File: config.mk
export PLATFORM = sky130hd
export DESIGN_NAME = lsu_align
export DESIGN_NICKNAME = d
export VERILOG_FILES = /design/src/rtl/lsu_align.sv
export SDC_FILE = /design/constraint.sdc
export NUM_CORES = 1
export LEC_CHECK = 0
export BUFFER_PORTS_ARGS = -buffer_cell sky130_fd_sc_hd__buf_2
export CAP_MARGIN = 0
export CORE_UTILIZATION = 45
export CTS_BUF_LIST = sky130_fd_sc_hd__clkbuf_8
export DETAILED_ROUTE_END_ITERATION = 8
export PLACE_DENSITY = 0.79
export SLEW_MARGIN = 20
export SYNTH_ARGS = -nofsm -noshare
export SYNTH_HDL_FRONTEND = slang
export SYNTH_SLANG_ARGS = --single-unit
File: constraint.sdc
create_clock -name clk -period 2.7 [get_ports clk]
set_clock_uncertainty 0.15 [all_clocks]
set_input_delay 0.405 -clock clk [delete_from_list [all_inputs] [get_ports clk]]
set_output_delay 0.405 -clock clk [all_outputs]
set_load 0.03 [all_outputs]
File: src/rtl/lsu_align.sv
// Load/store alignment unit in front of the word-wide DataMem: turns byte/half/word
// requests into word reads/writes, with read-modify-write for sub-word stores.
module lsu_align (
  input  logic        clk,
  input  logic        reset_n,
  input  logic        io_req_valid,
  output logic        io_req_ready,
  input  logic [31:0] io_req_addr,
  input  logic [31:0] io_req_wdata,
  input  logic        io_req_fcn,
  input  logic [2:0]  io_req_typ,
  output logic        io_resp_valid,
  output logic [31:0] io_resp_data,
  output logic        io_resp_misaligned,
  output logic        io_resp_illegal,
  output logic [31:0] io_mem_addr,
  output logic [31:0] io_mem_wr_data,
  output logic [1:0]  io_mem_func,
  output logic        io_mem_en,
  input  logic [31:0] io_mem_rd_data
);

  typedef enum logic [2:0] {
    S_IDLE   = 3'd0,
    S_LOAD   = 3'd1,
    S_RMW_RD = 3'd2,
    S_WRITE  = 3'd3,
    S_ERR    = 3'd4,
    S_RESP   = 3'd5
  } state_t;

  state_t      state_q, state_d;
  logic [31:0] addr_q, addr_d;
  logic [31:0] wdata_q, wdata_d;
  logic [2:0]  typ_q, typ_d;
  logic [31:0] merged_q, merged_d;
  logic        err_mis_q, err_mis_d;
  logic        err_ill_q, err_ill_d;
  logic [31:0] resp_data_q, resp_data_d;
  logic        resp_mis_q, resp_mis_d;
  logic        resp_ill_q, resp_ill_d;
  logic        req_illegal_s;
  logic        req_misaligned_s;

  // BU/HU only make sense for loads; everything outside B/H/W/BU/HU is illegal.
  function automatic logic typ_illegal(input logic fcn, input logic [2:0] typ);
    logic ill;
    case (typ)
      3'b000, 3'b001, 3'b010: ill = 1'b0;
      3'b100, 3'b101:         ill = fcn;
      default:                ill = 1'b1;
    endcase
    return ill;
  endfunction

  function automatic logic [31:0] extract(input logic [31:0] rd, input logic [1:0] off,
                                          input logic [2:0] typ);
    logic [7:0]  b;
    logic [15:0] h;
    logic [31:0] r;
    b = rd[{off, 3'b000} +: 8];
    h = rd[{off[1], 4'b0000} +: 16];
    case (typ)
      3'b000:  r = {{24{b[7]}}, b};
      3'b001:  r = {{16{h[15]}}, h};
      3'b100:  r = {24'h000000, b};
      3'b101:  r = {16'h0000, h};
      default: r = rd;
    endcase
    return r;
  endfunction

  function automatic logic [31:0] merge_lane(input logic [31:0] word, input logic [31:0] wd,
                                             input logic [1:0] off, input logic [1:0] size);
    logic [31:0] r;
    r = word;
    case (size)
      2'b00:   r[{off, 3'b000} +: 8] = wd[7:0];
      2'b01:   r[{off[1], 4'b0000} +: 16] = wd[15:0];
      default: r = wd;
    endcase
    return r;
  endfunction

  assign req_illegal_s    = typ_illegal(io_req_fcn, io_req_typ);
  assign req_misaligned_s = ((io_req_typ[1:0] == 2'b01) && io_req_addr[0]) ||
                            ((io_req_typ[1:0] == 2'b10) && (io_req_addr[1:0] != 2'b00));

  // State and datapath registers.
  always_ff @(posedge clk or negedge reset_n) begin
    if (!reset_n) begin
      state_q     <= S_IDLE;
      addr_q      <= 32'h0;
      wdata_q     <= 32'h0;
      typ_q       <= 3'b000;
      merged_q    <= 32'h0;
      err_mis_q   <= 1'b0;
      err_ill_q   <= 1'b0;
      resp_data_q <= 32'h0;
      resp_mis_q  <= 1'b0;
      resp_ill_q  <= 1'b0;
    end else begin
      state_q     <= state_d;
      addr_q      <= addr_d;
      wdata_q     <= wdata_d;
      typ_q       <= typ_d;
      merged_q    <= merged_d;
      err_mis_q   <= err_mis_d;
      err_ill_q   <= err_ill_d;
      resp_data_q <= resp_data_d;
      resp_mis_q  <= resp_mis_d;
      resp_ill_q  <= resp_ill_d;
    end
  end

  // Next-state and datapath update.
  always_comb begin
    state_d     = state_q;
    addr_d      = addr_q;
    wdata_d     = wdata_q;
    typ_d       = typ_q;
    merged_d    = merged_q;
    err_mis_d   = err_mis_q;
    err_ill_d   = err_ill_q;
    resp_data_d = resp_data_q;
    resp_mis_d  = resp_mis_q;
    resp_ill_d  = resp_ill_q;
    case (state_q)
      S_IDLE: begin
        if (io_req_valid) begin
          addr_d    = io_req_addr;
          wdata_d   = io_req_wdata;
          typ_d     = io_req_typ;
          err_ill_d = req_illegal_s;
          err_mis_d = !req_illegal_s && req_misaligned_s;
          if (req_illegal_s || req_misaligned_s) begin
            state_d = S_ERR;
          end else if (!io_req_fcn) begin
            state_d = S_LOAD;
          end else if (io_req_typ == 3'b010) begin
            merged_d = io_req_wdata;
            state_d  = S_WRITE;
          end else begin
            state_d = S_RMW_RD;
          end
        end else begin
          state_d = S_IDLE;
        end
      end
      S_LOAD: begin
        resp_data_d = extract(io_mem_rd_data, addr_q[1:0], typ_q);
        state_d     = S_RESP;
      end
      S_RMW_RD: begin
        merged_d = merge_lane(io_mem_rd_data, wdata_q, addr_q[1:0], typ_q[1:0]);
        state_d  = S_WRITE;
      end
      S_WRITE: begin
        resp_data_d = 32'h0;
        state_d     = S_RESP;
      end
      S_ERR: begin
        resp_data_d = 32'h0;
        resp_mis_d  = err_mis_q;
        resp_ill_d  = err_ill_q;
        state_d     = S_RESP;
      end
      S_RESP: begin
        resp_data_d = 32'h0;
        resp_mis_d  = 1'b0;
        resp_ill_d  = 1'b0;
        state_d     = S_IDLE;
      end
      default: begin
        state_d = S_IDLE;
      end
    endcase
  end

  // Strobes decode straight from the state register so reset drops mem_en at once.
  assign io_req_ready       = (state_q == S_IDLE);
  assign io_resp_valid      = (state_q == S_RESP);
  assign io_resp_data       = resp_data_q;
  assign io_resp_misaligned = resp_mis_q;
  assign io_resp_illegal    = resp_ill_q;
  assign io_mem_addr        = {2'b00, addr_q[31:2]};
  assign io_mem_wr_data     = merged_q;
  assign io_mem_en          = (state_q == S_LOAD) || (state_q == S_RMW_RD) || (state_q == S_WRITE);
  assign io_mem_func        = (state_q == S_WRITE) ? 2'h1 : 2'h0;

endmodule

Yosys cells after proc, flatten, opt, wreduce, memory -nomap -nowiden
Index checks and enable logic that the tools add are counted.
- add/sub/neg operators: 2
- eq/ne operators: 19
- shift-type cells: 6
- mux-type cells: 19
- reduce and logical (&&, ||, !) cells: 22
- operators by type and width (kind ; count):
    one-hot mux 32 bit (2 select lines) ; 3
    2-to-1 mux 32 bit ; 4
    one-hot mux 32 bit (4 select lines) ; 1
    bitwise mux 32 bit ; 2
    variable shift 16 x 7 -> 32 bit, first input constant ; 1
    variable shift 8 x 7 -> 32 bit, first input constant ; 1
    indexed part select 16 x 7 -> 32 bit ; 1
    indexed part select 32 x 6 -> 16 bit ; 1
    indexed part select 32 x 6 -> 8 bit ; 1
    indexed part select 8 x 7 -> 32 bit ; 1
    equality test 3 bit, second input constant ; 6
    negator 5 -> 7 bit ; 2
    equality test 3 x 1 -> 1 bit, second input constant ; 3
    equality test 3 x 2 -> 1 bit, second input constant ; 3
    logical NOT 3 bit ; 3
    one-hot mux 3 bit (3 select lines) ; 1
    OR reduction 3 bit ; 3
    nonzero test 2 bit ; 4
    2-to-1 mux 3 bit ; 2
    one-hot mux 1 bit (2 select lines) ; 3
    AND reduction 5 bit ; 1
    equality test 2 x 1 -> 1 bit, second input constant ; 2
    logical OR 1 bit ; 4
    != test 2 x 1 -> 1 bit, second input constant ; 2
    other kinds (9) ; 13
- register bits: 138
- input port bits: 103
- output and inout port bits: 103
- word-level logic and storage cells: 78

Logic depth before layout (Yosys ltp)
- depth in word-level cells: 7
- depth in mapped cells: 10
- depth with buffers taken out: 6

Least setup slack after synthesis
OpenSTA, ideal clock, no wires.
- path type: register to register
- start point: register addr_q[1]
- end point: register merged_q[0] (netlist: io_mem_wr_data[0])
- setup time: 65 ps
- data arrival time: 2486 ps
- data required time: 2485 ps
- slack: -1 ps
- stages on the path, launching flop included: 9
- path buffers: 2
- period minus slack after synthesis: 2701 ps
- cell sequence: dfrtp_1 buf_4 buf_2 inv_1 ha_1 or4b_2 a31oi_2 a221o_1 mux2_2
- longest elaborated chain between the ends: 5
- elaborated cells between the ends (all ways): 10
- classes of those cells: 2 x add/sub; 4 x shift; 4 x mux
- ends and longest elaborated chain (what ; line ; source):
    from (decl) ; 33 ; logic [31:0] addr_q, addr_d;
    from (signal assigned) ; 104 ; addr_q <= addr_d;
    negator 5 -> 7 bit, on equally long branches ; 79, 78 ;
    indexed part select 16 x 7 -> 32 bit (tied with other cells) ; 79 ; 2'b01: r[{off[1], 4'b0000} +: 16] = wd[15:0];
    bitwise mux 32 bit, on equally long branches ; 79, 78 ;
    one-hot mux 32 bit (2 select lines) * ; 77 ; case (size)
    one-hot mux 32 bit (2 select lines) * ; 128 ; case (state_q)
    to (signal assigned) ; 107 ; merged_q <= merged_d;
    to (decl) ; 36 ; logic [31:0] merged_q, merged_d;
Every way passes the cells marked *; elsewhere a longest branch is shown, timed or not.
A chain may end at the register's enable or synchronous reset.

Worst setup path in the final report
- start point: register addr_q[1]
- end point: register merged_q[3] (netlist: io_mem_wr_data[3])
The elaborated chain is that of the path after synthesis.

==> impl_metrics.yaml <==
status:
  status: "complete, no violations"
placement:
  place_congestion: 0.914
  portBuffers: 202
  dpl.hpwl_um: 15300
  pre_cts_ws_ns: 0.306
  placed_cell_area_mm2: 0.00835
  dp_cells: 1140
floorplanning:
  fp.dieH_um: 129
  die_area_mm2: 0.0168
  row_count: 46
  boundaryPins: 206
  core_area_mm2: 0.0159
  start_util: 0.460
  die_w_um: 129
routing:
  via_count: 6769
  drt-initial-drc-count: 601
  drc_errors: 0
  finalWirelength_um: 22400
  wl_per_cell_um: 18.5
  first_pass_iters: 5
  viasPerCell: 5.59
  ant_nets: 0
worst_setup_path:
  cp-endpoint: "io_mem_wr_data[3]"
  path_cells: "inv_1, ha_1, or4b_2, a31oi_4, a221o_1, mux2_2"
  crit_arrival_ns: 2.68
  worstSetupPathType: "reg -> reg"
  cpPeakStageDelay_ns: 0.68
  rr_endpoint: "io_mem_wr_data[3]"
  path_max_fanout: 8
  crit_family: "simple AND/OR/NAND/NOR gates"
  slowest_stage: "or4b_2"
  crit_required_ns: 2.94
  rr_worst_depth: 6
  timing.rr.start: "addr_q[1]"
  r2r_slack_ns: 0.26
  start_kind: "flop"
  worst-path-buf-inv: 1
  end_kind: "flop"
  path_depth: 6
  startpoint: "addr_q[1]"
synthesis:
  synth.distinct_cells: 48
  synth_edf_count: 0
  synth_top_family_by_area: "simple AND/OR/NAND/NOR gates"
  synth_fa_ha_area_frac: 0.00855
  synth_cells: 788
  synthXorXnorAreaFrac: 0
  async_flop_share: 1.00
  synth_compound_area_frac: 0.153
  synth_area_mm2: 0.00731
  synth_top_flop_cell: "dfrtp_1"
  ys_seq_area_frac: 0.472
  synth_simple_gate_area_frac: 0.204
  yosysWarnings: 0
  synth_area_per_cell_um2: 9.28
  synth_seq_cells: 138
  synthMuxAreaShare: 0.0884
global_route:
  grt-ovfl-total: 0
  antenna_found_initial: 2
  grt_pass1_wl_um: 34700
  grt_pass1_vias: 6311
  track_usage: 0.273
  grt_max_degree: 72
timing:
  drv_slew: 0
  timing.final.crit_share: 0.905
  fmax_ghz: 0.409
  worst_slew_pin_slew_ns: 0.974
  rsz0062_at_grt: "no"
  relSlewSlack: 0.346
  setup_ws_ns: 0.256
  finalHoldViolCount: 0
  finalCriticalPeriod_ns: 2.44
  totalNegativeSetupSlack_ns: 0
  setup_viol: 0
clocking:
  clockRootBuffer: "clkbuf_8"
  h-tree-depth: 4
  cts_sinks: 138
  clkLatencyLatePin_ns: 0.45
  clkTransAtPathRegs_ns: 0.08
  ctsHoldBuffers: 36
  cts_resized: 0
  cts_tree: "yes"
  cts_buffer_depth: 2
  post_cts_buffers: 0
  cts-buffers-inserted: 17
final_layout:
  drive_gt1_frac: 0.322
  layout_commonest_cell: "nand2_1"
  final_cell_mix: "nand2_1 (220), buf_2 (201), dfrtp_1 (138)"
  final_area_mm2: 0.00913
  nNetsFinal: 1087
  area_delta_synth_final_pct: 24.8
  layout.cells.non_filler: 1210
  final_util: 0.575
pwr:
  power_density_mw_per_mm2: 1190
  p_leak_nw: 4.48
  vdd_ir_drop_max_v: 0.000552
min_path:
  min_path_type: "in -> reg"
flow_run:
  max-cap-violations: 0
-- power breakdown --
group	leakage (nW)	internal [mW]	switching (mW)
sequential	1.73	2.96	0.769
combinational	2.54	1.83	3.49
clock	0.201	0.940	0.848
-- synthesized netlist by cell type, types with 2 or more instances --
cell	count	share of area
a211oi_1	8	0.0082
a21oi_1	19	0.013
a221o_1	14	0.019
a221o_2	10	0.015
a2bb2oi_1	15	0.018
a31oi_1	24	0.021
a41oi_1	8	0.0096
and2_1	2	0.0017
buf_1	5	0.0026
buf_2	14	0.0096
buf_4	37	0.038
buf_6	2	0.0031
clkbuf_1	34	0.017
dfrtp_1	138	0.47
ha_1	5	0.0086
inv_1	6	0.0031
mux2_2	40	0.062
mux2i_1	17	0.023
nand2_1	220	0.11
nand2b_1	6	0.0051
nand3_1	12	0.0082
nand4_1	17	0.015
nor2_1	41	0.021
nor2b_1	4	0.0034
nor3_1	4	0.0027
nor3b_2	2	0.0034
nor4_1	8	0.0068
nor4b_1	2	0.0024
o21ai_0	40	0.027
o221ai_1	7	0.0084
o31ai_1	3	0.0031
or4bb_1	8	0.012
-- cell type report --
type	count	area, µm²
inverter	6	22.5
timing repair buffer	262	1610
multi-input combinational	554	3350
tap	216	270
sequential	138	3450
antenna	2	5.00
clock buffer	18	248
clock inverter	14	170
fill	1400	6750
-- logic make-up (layout without fill, tap and decap cells) --
family          after synthesis  in the layout
simple gates                334            334
flops                       138            138
compound gates              154            154
fa+ha+maj                     5              5
mux                          58             58
buf+inv                      98            300
other cells                   1              5
-- metal layers --
metal	up-vias	global-route usage	wire length, µm
met5	-	0	0
met4	0	0.120	767
met3	48	0.0586	1530
met2	315	0.428	10600
met1	3272	0.364	9520
li1	3134	-	-
-- worst min-delay path: stages --
cell     delay [ns]
buf_2          0.09
nand2_1        0.04
nand2_1        0.04
-- worst min path at each step --
stage                     start          endpoint  depth (start not counted)
2_1_floorplan           reset_n         addr_q[0]                          0
3_3_place_gp            reset_n  io_resp_data[27]                          1
3_5_place_dp            reset_n  io_resp_data[27]                          1
4_1_cts         io_req_wdata[4]        wdata_q[4]                          3
5_1_grt         io_req_wdata[2]        wdata_q[2]                          3
6_report       io_req_wdata[21]       wdata_q[21]                          3
-- state kept, by name, indices dropped and copies added, names as in the netlist --
register and count:
err_mis_q 1, io_resp_data 32, err_ill_q 1, io_resp_illegal 1
io_resp_misaligned 1, typ_q 3, io_mem_wr_data 32, wdata_q 32
addr_q 32, state_q 3
-- stage by stage --
step           hold slack [ns]  power, mW
2_1_floorplan          -0.0406       7.60
3_3_place_gp             0.293       8.80
3_5_place_dp             0.303       8.96
4_1_cts               0.000581       10.8
5_1_grt                0.00308       11.5
6_report                0.0219       10.8
Power figures use the tool's default switching activity.
